[src/rtl/sun_pll_ctrl.sv]
// rtl/sun_pll_ctrl.sv - SUN PLL power-up sequencer and lock supervisor
// Optional loss-of-lock flag (lol/lol_clr) enabled by SUN_PLL_CTRL_LOL_EN.
module sun_pll_ctrl #(
    parameter int BIAS_WAIT = 16,
    parameter int KICK_LEN  = 4,
    parameter int LOCK_CNT  = 64,
    parameter int LOSS_CNT  = 8,
    parameter int TIMEOUT   = 4096,
    parameter int MAX_RETRY = 3
) (
    input  logic       ck_ref,
    input  logic       reset_n,
    input  logic       en,
    input  logic       lock_raw,
    output logic       pwrup_bias,
    output logic       pwrup_1v8,
    output logic       kick,
    output logic       locked,
    output logic       fail,
    output logic [2:0] state
`ifdef SUN_PLL_CTRL_LOL_EN
    ,
    output logic       lol,
    input  logic       lol_clr
`endif
);

    localparam int ST_MAX = (BIAS_WAIT > KICK_LEN) ? BIAS_WAIT : KICK_LEN;
    localparam int ST_W   = $clog2(ST_MAX + 1);
    localparam int TO_W   = $clog2(TIMEOUT + 1);
    localparam int RUN_W  = $clog2(LOCK_CNT + 1);
    localparam int LOSS_W = $clog2(LOSS_CNT + 1);
    localparam int RTY_W  = $clog2(MAX_RETRY + 1);

    typedef enum logic [2:0] {
        S_OFF     = 3'd0,
        S_BIAS    = 3'd1,
        S_KICK    = 3'd2,
        S_ACQ     = 3'd3,
        S_RESTART = 3'd4,
        S_LOCK    = 3'd5,
        S_FAIL    = 3'd6
    } state_t;

    state_t            cur;
    state_t            nxt;
    logic              lk_m;
    logic              lk_s;
    logic [ST_W-1:0]   st_cnt;
    logic [TO_W-1:0]   to_cnt;
    logic [RUN_W-1:0]  run_cnt;
    logic [LOSS_W-1:0] loss_cnt;
    logic [RTY_W-1:0]  retry;
    logic              lock_hit;
    logic              timeout_hit;
    logic              loss_hit;

    assign state = cur;

    always_ff @(posedge ck_ref or negedge reset_n) begin
        if (!reset_n) begin
            lk_m <= 1'b0;
            lk_s <= 1'b0;
        end else begin
            lk_m <= lock_raw;
            lk_s <= lk_m;
        end
    end

    always_comb begin
        lock_hit    = lk_s && (run_cnt == RUN_W'(LOCK_CNT - 1));
        timeout_hit = (to_cnt == TO_W'(TIMEOUT - 1));
        loss_hit    = !lk_s && (loss_cnt == LOSS_W'(LOSS_CNT - 1));
        nxt         = cur;
        case (cur)
            S_OFF:     if (en) nxt = S_BIAS;
            S_BIAS:    if (st_cnt == ST_W'(BIAS_WAIT - 1)) nxt = S_KICK;
            S_KICK:    if (st_cnt == ST_W'(KICK_LEN - 1)) nxt = S_ACQ;
            S_ACQ: begin
                // A lock qualifying on the timeout cycle takes priority.
                if (lock_hit)
                    nxt = S_LOCK;
                else if (timeout_hit)
                    nxt = (retry < RTY_W'(MAX_RETRY)) ? S_RESTART : S_FAIL;
            end
            S_RESTART: if (st_cnt == ST_W'(KICK_LEN - 1)) nxt = S_KICK;
            S_LOCK:    if (loss_hit) nxt = S_ACQ;
            S_FAIL:    nxt = S_FAIL;
            default:   nxt = S_OFF;
        endcase
        if (!en) nxt = S_OFF;
    end

    always_ff @(posedge ck_ref or negedge reset_n) begin
        if (!reset_n) begin
            cur      <= S_OFF;
            st_cnt   <= '0;
            to_cnt   <= '0;
            run_cnt  <= '0;
            loss_cnt <= '0;
            retry    <= '0;
        end else begin
            cur <= nxt;

            if (!en || nxt != cur)
                st_cnt <= '0;
            else if (st_cnt != ST_W'(ST_MAX))
                st_cnt <= st_cnt + 1'b1;

            if (!en || cur != S_ACQ || nxt != S_ACQ)
                to_cnt <= '0;
            else if (to_cnt != TO_W'(TIMEOUT))
                to_cnt <= to_cnt + 1'b1;

            if (!en || cur != S_ACQ || !lk_s)
                run_cnt <= '0;
            else if (run_cnt != RUN_W'(LOCK_CNT))
                run_cnt <= run_cnt + 1'b1;

            if (!en || cur != S_LOCK || lk_s)
                loss_cnt <= '0;
            else if (loss_cnt != LOSS_W'(LOSS_CNT))
                loss_cnt <= loss_cnt + 1'b1;

            // A fresh acquisition after a loss of lock gets a full retry budget.
            if (!en || (cur == S_LOCK && nxt == S_ACQ))
                retry <= '0;
            else if (cur == S_ACQ && nxt == S_RESTART)
                retry <= retry + 1'b1;
        end
    end

    // Outputs are flopped from the next state so they line up with the state register.
    always_ff @(posedge ck_ref or negedge reset_n) begin
        if (!reset_n) begin
            pwrup_bias <= 1'b0;
            pwrup_1v8  <= 1'b0;
            kick       <= 1'b0;
            locked     <= 1'b0;
            fail       <= 1'b0;
        end else begin
            pwrup_bias <= (nxt == S_BIAS) || (nxt == S_KICK) || (nxt == S_ACQ) ||
                          (nxt == S_RESTART) || (nxt == S_LOCK);
            pwrup_1v8  <= (nxt == S_KICK) || (nxt == S_ACQ) || (nxt == S_LOCK);
            kick       <= (nxt == S_KICK);
            locked     <= (nxt == S_LOCK);
            fail       <= (nxt == S_FAIL);
        end
    end

`ifdef SUN_PLL_CTRL_LOL_EN
    always_ff @(posedge ck_ref or negedge reset_n) begin
        if (!reset_n)
            lol <= 1'b0;
        else if (cur == S_LOCK && nxt == S_ACQ)
            lol <= 1'b1;
        else if (lol_clr)
            lol <= 1'b0;
    end
`endif

endmodule

[config.mk]
export PLATFORM = sky130hd
export DESIGN_NAME = sun_pll_ctrl
export DESIGN_NICKNAME = d
export VERILOG_FILES = /design/src/rtl/sun_pll_ctrl.sv
export SDC_FILE = /design/constraint.sdc
export NUM_CORES = 1
export LEC_CHECK = 0
export CORE_MARGIN = 1
export CORE_UTILIZATION = 48
export DETAILED_ROUTE_END_ITERATION = 6
export PLACE_DENSITY = 0.74
export SETUP_SLACK_MARGIN = 0.05
export SYNTH_ARGS = -nofsm -noshare
export SYNTH_HDL_FRONTEND = slang
export SYNTH_SLANG_ARGS = --single-unit
[constraint.sdc]
create_clock -name ck_ref -period 5.7 [get_ports ck_ref]
set_input_delay 0.855 -clock ck_ref [delete_from_list [all_inputs] [get_ports ck_ref]]
set_output_delay 0.855 -clock ck_ref [all_outputs]
set_load 0.03 [all_outputs]
### Word-level counts from Yosys, hierarchy flattened

Cells that the tools add are included.

| operators by class | value |
|---|---|
| $add $sub $neg | 5 |
| magnitude comparators | 1 |
| equality and inequality tests | 25 |
| multiplexer cells | 19 |
| reductions and logical operators | 25 |

Operators with widths:

| kind | number |
|---|---|
| $mux 13 | 2 |
| $mux 3 | 7 |
| $pmux 3 s7 | 1 |
| $eq 3x3->1 const B | 6 |
| $mux 7 | 2 |
| $add 13x1->13 const B | 1 |
| $eq 13x12->1 const B | 1 |
| $logic_or 1x1->1 | 13 |
| $ne 13x13->1 const B | 1 |
| $eq 3x2->1 const B | 4 |
| $mux 5 | 2 |
| $reduce_bool 2->1 | 5 |
| $mux 4 | 2 |
| $add 7x1->7 const B | 1 |
| $eq 7x6->1 const B | 1 |
| $ne 7x7->1 const B | 1 |
| $eq 3x1->1 const B | 2 |
| $mux 2 | 3 |
| $ne 3x2->1 const B | 2 |
| $add 5x1->5 const B | 1 |
| $eq 5x2->1 const B | 1 |
| $eq 5x4->1 const B | 1 |
| $ne 5x5->1 const B | 1 |
| $add 4x1->4 const B | 1 |
| other kinds (9) | 13 |

| storage, ports and cells | value |
|---|---|
| bits in registers | 41 |
| input port bits | 4 |
| logic and storage cells | 88 |

### Longest topological paths before layout

Gate-level depths: netlist (run 1).

| logic depth | value |
|---|---|
| word-level depth | 11 |
| gate-level depth with buffers | 9 |
| mapped depth without buffers | 8 |

### Least setup slack after synthesis (run 1)

OpenSTA, ideal clock, no wires.

| path | value |
|---|---|
| path kind | flip-flop to flip-flop |
| start point | register st_cnt[0] |
| end point | register to_cnt[11] |
| library setup time | 0.069 ns |
| arrival | 2.195 ns |
| data required time | 5.631 ns |
| slack | 3.436 ns |
| cell stages (with the launch flop) | 10 |
| buffers on the path | 1 |
| cell sequence | dfrtp_1 ha_1 and3_2 ha_1 and3b_1 a211oi_2 nor3_1 or4_4 buf_12 nor2_4 |

| on the way | value |
|---|---|
| cells in the longest elaborated chain, start to end | 7 |
| elaborated cells on any way between the ends | 11 |
| those cells by class | eq/ne (3); mux (6); reduce/logical (2) |

RTL lines:

| item | line | text |
|---|---|---|
| start: declaration | 49 | `logic [ST_W-1:0] st_cnt;` |
| start signal: assignment | 108 | `st_cnt <= st_cnt + 1'b1;` |
| $eq 5x2->1 or $eq 5x4->1 (tied branches) | 78, 86, 77 |  |
| $mux 3 (on tied branches) | 86, 77, 78 |  |
| $pmux 3 s7 * | 75 | `case (cur)` |
| $mux 3 * | 91 | `if (!en) nxt = S_OFF;` |
| $ne 3x2->1 * | 110 | `if (!en \|\| cur != S_ACQ \|\| nxt != S_ACQ)` |
| $logic_or 1x1->1 * | 110 |  |
| $mux 13 or $reduce_bool 2->1 (tied branches) | n/a |  |
| end signal: assignment | 113 | `to_cnt <= to_cnt + 1'b1;` |
| end: declaration | 50 | `logic [TO_W-1:0] to_cnt;` |

Every way passes the cells marked *; elsewhere a longest branch is shown, timed or not.
A chain may end at the register's enable or synchronous reset.

### Final worst setup path (run 1)

| path | value |
|---|---|
| start point | register cur[0], in the netlist state[0] |
| end point | output state[0] |

RTL lines:

| item | line | text |
|---|---|---|
| start: declaration | 45 | `state_t cur;` |
| start signal: assignment | 103 | `cur <= nxt;` |
| end: declaration | 20 | `output logic [2:0] state` |

No word-level cell between the ends.

==> flow_summary.yaml, run 1 <==
status:
  status: "finished clean"
final_layout:
  final_area_um2: 2610
  n_antenna_cell: 0
  final_util: 0.553
  layout.cells.non_filler: 312
  drive_above_1_share: 0.139
  syn_to_final_growth_pct: 10.4
  layout_commonest_cell: "dfrtp_1"
  layout.nets: 258
  final_cell_mix: "dfrtp_1 (41), nor2_1 (31), nand3_1 (16)"
logic_synthesis:
  syn_area_per_cell_um2: 10.2
  synth.distinct_cells: 49
  ys_warn_count: 0
  yosys_most_used_dff: "dfrtp_1"
  synth_async_sr_flop_share: 1.00
  synthesis.area_um2: 2360
  seq_area_frac_synth: 0.434
  synth_edf_count: 0
  ys_ff_latch: 41
  syn_inst: 231
  synth_nets: 245
clock_tree:
  cts_setup_buffers: 0
  numCtsBuffers: 5
  clk_path_buf_depth: 2
  clkSinkCount: 41
  htree_levels: 2
  path_clk_slew_ns: 0.08
  clk_latency_ns: 0.29
  ctsHoldBuffers: 0
  cts_tree: "built"
  cts_resized: 0
  root_buffer: "clkbuf_8"
power:
  vdd_drop_max_mv: 0.0927
  powerDensity_nw_per_um2: 211
  p_leak_nw: 1.03
worst_setup_path:
  crit_chain: "clkdlybuf4s50_1"
  required_ns: 4.85
  arrival_ns: 1.67
  end_kind: "primary output"
  path_delay_family: "buffers and inverters"
  cp_max_fo: 13
  cp_slowest_cell: "clkdlybuf4s50_1"
  cpPeakStageDelay_ns: 0.76
  worstSetupStartpointType: "flip-flop"
  timing.critical_path.buf_inv: 1
  worst-setup-path-type: "reg -> out"
global_routing:
  antenna_found_initial: 0
  grt_pass1_vias: 1502
  grt_start_max_net_pins: 42
  grt.overflow.total: 0
  grt_pass1_wl_um: 6570
  gr-usage-all-layers: 0.162
sta:
  setup_tns_ns: 0
  min_period_over_period: 0.443
  slew_headroom: 0.403
  rsz0062_at_grt: "no"
  fin_ws_ns: 3.17
  slew_viol_final: 0
  clock_skew_ns: 0.00905
  fin_crit_ns: 2.53
  tightest_slew_ns: 0.896
  hold_violations: 0
  max_freq_ghz: 0.396
  setup_viol: 0
hold_path:
  hold_path_class: "reg -> reg"
flow_run:
  drv_cap: 0
placed_design:
  port_buffers: 11
  place_ws_ns: 3.00
  dpl.hpwl_um: 2720
  dp.cells: 304
  post_dp_cell_area_um2: 2490
  place.gp.congestion: 0.785
routing:
  vias_per_cell: 5.22
  drtPass1Iterations: 4
  drtIter0Drc: 129
  drc: 0
  ant_nets: 0
  num_vias: 1628
  wire_per_inst_um: 12.4
  wirelength_um: 3880
floorplanning:
  core_um2: 4720
  fp.dieW_um: 72.2
  die_area_um2: 5210
  start_util: 0.500
  die_h_um: 72.2
  io_pins: 12
  rows: 25
-- area by class of cell --
type	instances	area, um2
multi-input cells	174	1240
flip-flops and latches	41	1030
clock buffers	7	86.3
clock inverters	1	30.0
inverters	11	41.3
fillers	408	2110
well taps	67	83.8
repair buffers	11	105
-- through the flow --
stage,hold WS [ns],power [mW]
after floorplan,0.331,0.308
after global placement,0.334,0.318
after detailed placement,0.336,0.318
after CTS,0.354,0.558
after global routing,0.359,0.570
final,0.352,0.551
-- cells by family after synthesis --
| kind of cell | synth area share |
|---|---|
| AO/OA/AOI/OAI | 0.0757 |
| XOR/XNOR | 0.0778 |
| adder cells (fa/ha/maj) | 0.0572 |
| buffers and inverters | 0.0424 |
| flip-flops | 0.434 |
| multiplexers | 0.0270 |
| AND/OR/NAND/NOR | 0.286 |
-- worst register-to-register path, stage by stage (launching register included) --
cell      delay, ns
dfrtp_1        0.42
ha_1           0.24
nand4_1        0.13
or4b_1         0.56
a211oi_2       0.46
or4_4          0.44
nor2_1         0.09
-- sequential cells by signal (all words and copies together) (netlist names) --
register / flops
state: 3
to_cnt: 13
locked: 1
lk_m: 1
kick: 1
loss_cnt: 4
lk_s: 1
retry: 2
pwrup_1v8: 1
pwrup_bias: 1
fail: 1
run_cnt: 7
st_cnt: 5
-- synth_stat cells, types with 2 or more instances --
cell       n  area share
nor4b_1    3       0.011
nor3_1     4      0.0085
or4_4      2      0.0095
and3b_1    2      0.0074
nor2_1    31       0.049
and3_1     2      0.0053
o21ai_1    2      0.0042
ha_1      10       0.053
nand2_1   15       0.024
mux2_2     3       0.014
nor2b_1    2      0.0053
nor4_1     2      0.0053
o21ai_0    4      0.0085
a211oi_2   3       0.016
xnor2_1   10       0.037
mux2i_1    3       0.013
xor2_1    11       0.041
nor2_4    10       0.048
clkbuf_8   2       0.012
nand3b_1   4       0.013
dfrtp_1   41        0.43
nand3_1   16       0.034
inv_1     11       0.017
and3_2     2      0.0064
a21oi_1   10       0.021
nand4_1    3      0.0079
-- metal layers --
metal  track usage  part of all wire  vias to the layer above
met5             0                 0                        -
met4        0.0806             0.018                        0
met3        0.0306             0.021                        7
met2         0.268              0.47                       21
met1         0.204              0.49                      770
li1              -                 -                      830
-- final timing paths --
path / start / endpoint / slack [ns] / cells past startpoint
setup / recovery: state[0] / state[0] / 3.17 / 1
hold / removal: lk_m / lk_s / 0.35 / 0
setup reg to reg: to_cnt[0] / to_cnt[1] / 3.23 / 6
hold reg to reg: lk_m / lk_s / 0.35 / 0
max in group asynchronous: reset_n / to_cnt[2] / 4.45 / 1
min in group asynchronous: reset_n / loss_cnt[0] / 0.68 / 1
-- report_power, final --
part / switching [mW] / internal, mW / total (mW) / leakage [nW]
sequential: 0.00282 / 0.293 / 0.296 / 0.563
clock: 0.0964 / 0.143 / 0.239 / 0.0585
combinational: 0.0113 / 0.00526 / 0.0165 / 0.408
total: 0.111 / 0.441 / 0.551 / 1.03
No activity file was read; power rests on OpenSTA's default activity.
==> run 2, diff against run 1 <==
==> constraint.sdc (replaced) <==
create_clock -name ck_ref -period 2.5 [get_ports ck_ref]
set_input_delay 0.375 -clock ck_ref [delete_from_list [all_inputs] [get_ports ck_ref]]
set_output_delay 0.375 -clock ck_ref [all_outputs]
set_load 0.03 [all_outputs]
==> flow_summary.yaml, run 2 (same netlist as run 1, synthesis figures left out) <==
global_routing:
  busiest_layer: "met2"
  grt_start_max_net_pins: 42
  antenna_found_initial: 0
  use_met1: 0.217
  grt_pass1_vias: 1514
  grt_pass1_wl_um: 6670
  grt.overflow.total: 0
  grt_util_met2: 0.265
  met3_usage: 0.0333
  gr-usage-all-layers: 0.165
routing:
  drc: 0
  wire_per_inst_um: 12.5
  drtPass1Iterations: 4
  num_vias: 1656
  ant_nets: 0
  drtIter0Drc: 81
  wirelength_um: 3980
  vias_per_cell: 5.21
power:
  p_leak_nw: 1.04
  power_switching_mw: 0.253
  switching_share: 0.224
  vdd_drop_max_mv: 0.176
  seq_power_share: 0.597
  powerDensity_nw_per_um2: 428
  power_frac_comb: 0.036
  p_int_mw: 0.875
  clkPwrFrac: 0.367
worst_setup_path:
  r2r-start: "st_cnt[0]"
  crit_chain: "ha_2 -> or4b_4 -> a211oi_2 -> nor3_1 -> or4_4 -> nor2_1"
  end_kind: "flip-flop"
  worstSetupStartpointType: "flip-flop"
  required_ns: 2.72
  worst-setup-path-type: "reg -> reg"
  arrival_ns: 2.56
  path_delay_family: "simple AND/OR/NAND/NOR gates"
  cpPeakStageDelay_ns: 0.60
  cp_slowest_cell: "or4_4"
  rrSetupSlack_ns: 0.16
  timing.critical_path.buf_inv: 0
  r2r_end: "to_cnt[1]"
  r2r_cells: 6
  cp_max_fo: 7
final_layout:
  largest-register: "to_cnt"
  layout.nets: 264
  fillers: 416
  final_cell_mix: "dfrtp_1 (41), nor2_1 (31), nand3_1 (16)"
  layout_commonest_cell: "dfrtp_1"
  syn_to_final_growth_pct: 11.6
  multi_input_area_um2: 1260
  largest_register_ffs: 13
  n_antenna_cell: 0
  final-seq-area_um2: 1030
  top_regs: "to_cnt x13, run_cnt x7, st_cnt x5"
  drive_above_1_share: 0.167
sta:
  fin_ws_ns: 0.164
  hold_slack_ns: 0.198
  min_period_over_period: 0.934
  fin_crit_ns: 2.34
  clock_skew_ns: 0.00579
  max_freq_ghz: 0.428
  slew_headroom: 0.413
  rsz0062_at_grt: "no"
  setup_tns_ns: 0
  slew_viol_final: 0
  hold_violations: 0
  tightest_slew_ns: 0.880
  setup_viol: 0
clock_tree:
  htree_levels: 2
  clk_latency_ns: 0.29
  clkSinkCount: 41
  root_buffer: "clkbuf_8"
  clk_path_buf_depth: 2
  ctsHoldBuffers: 0
  path_clk_slew_ns: 0.07
  numCtsBuffers: 5
  cts_tree: "built"
status:
  status: "finished clean"
placed_design:
  place.gp.congestion: 0.787
  dpl.hpwl_um: 2760
  port_buffers: 11
  place_ws_ns: 0.0890
floorplanning:
  core_um2: 4720
  die_h_um: 72.2
  start_util: 0.500
  die_area_um2: 5210
  io_pins: 12
  rows: 25
  fp.dieW_um: 72.2
hold_path:
  hold_path_class: "in -> async"
flow_run:
  drv_cap: 0
==> run 2: cell count changes in the layout (fill, tap and decap cells not counted) <==
cell       before  now
a211oi_2        3    2
a211oi_4        0    1
buf_4           0    5
bufinv_16       1    0
clkbuf_8        6    5
clkinv_2        0    2
ha_1           10    8
ha_2            0    2
or4_4           2    3
==> run 2: cell type report <==
class,count,share of cell area
multi-input cells,175,0.478
flip-flops and latches,41,0.389
repair buffers,16,0.0541
well taps,67,0.0318
clock buffers,6,0.0275
inverters,11,0.0157
clock inverters,2,0.00380
==> run 2: metal layers <==
layer | wire length (um) | vias to the layer above
met5 | 0 | -
met1 | 1940 | 773
met3 | 145 | 7
li1 | - | 846
met4 | 63 | 0
met2 | 1820 | 30
==> run 2: per-stage QoR <==
step	total power [mW]	utilization	instance area, um2	std cells
finish	1.13	0.558	2640	318
global route	1.18	0.558	2640	318
CTS	1.15	0.552	2610	316
detailed placement	0.728	0.534	2520	308
global placement	0.727	0.534	2520	308
floorplan	0.702	-	2360	231
==> run 2: power by group through the flow <==
stage | clock, mW | sequential (mW) | combinational, mW
CTS | 0.431 | 0.673 | 0.0414
detailed placement | 0 | 0.687 | 0.0413
finish | 0.414 | 0.674 | 0.0404
floorplan | 0 | 0.687 | 0.0146
global placement | 0 | 0.686 | 0.0407
global route | 0.456 | 0.675 | 0.0459
==> run 2: how the worst max path moves through the flow <==
stage | start | end | slack [ns] | cells after the start
floorplan | st_cnt[0] | to_cnt[11] | 0.24 | 9
global placement | st_cnt[0] | to_cnt[1] | 0.16 | 8
detailed placement | st_cnt[0] | to_cnt[1] | 0.09 | 8
CTS | st_cnt[0] | to_cnt[1] | 0.08 | 8
global route | st_cnt[0] | to_cnt[12] | 0.08 | 8
finish | st_cnt[0] | to_cnt[1] | 0.16 | 6
==> run 2: timing repair <==
| action | 4_1_cts | 5_1_grt |
|---|---|---|
| gates resized for setup | 0 | 4 |
| hold endpoints to repair | 0 | 0 |
| buffers inserted | 0 | 1 |
| endpoints found under the setup margin | 0 | 13 |
==> run 2: worst register-to-register path: stages (launching register included) <==
cell and delay [ns]:
dfrtp_1 0.40, ha_2 0.22, or4b_4 0.51, a211oi_2 0.28, nor3_1 0.11, or4_4 0.60, nor2_1 0.14
==> run 3, diff against run 2 <==
--- a/config.mk
+++ b/config.mk
@@ -7,6 +7,7 @@
 export LEC_CHECK = 0
 export CORE_MARGIN = 1
 export CORE_UTILIZATION = 48
+export CTS_CLUSTER_DIAMETER = 50
 export DETAILED_ROUTE_END_ITERATION = 6
 export PLACE_DENSITY = 0.74
 export SETUP_SLACK_MARGIN = 0.05
==> results of run 3 <==
The final DEF is identical to that of run 2; final timing and power are the same.
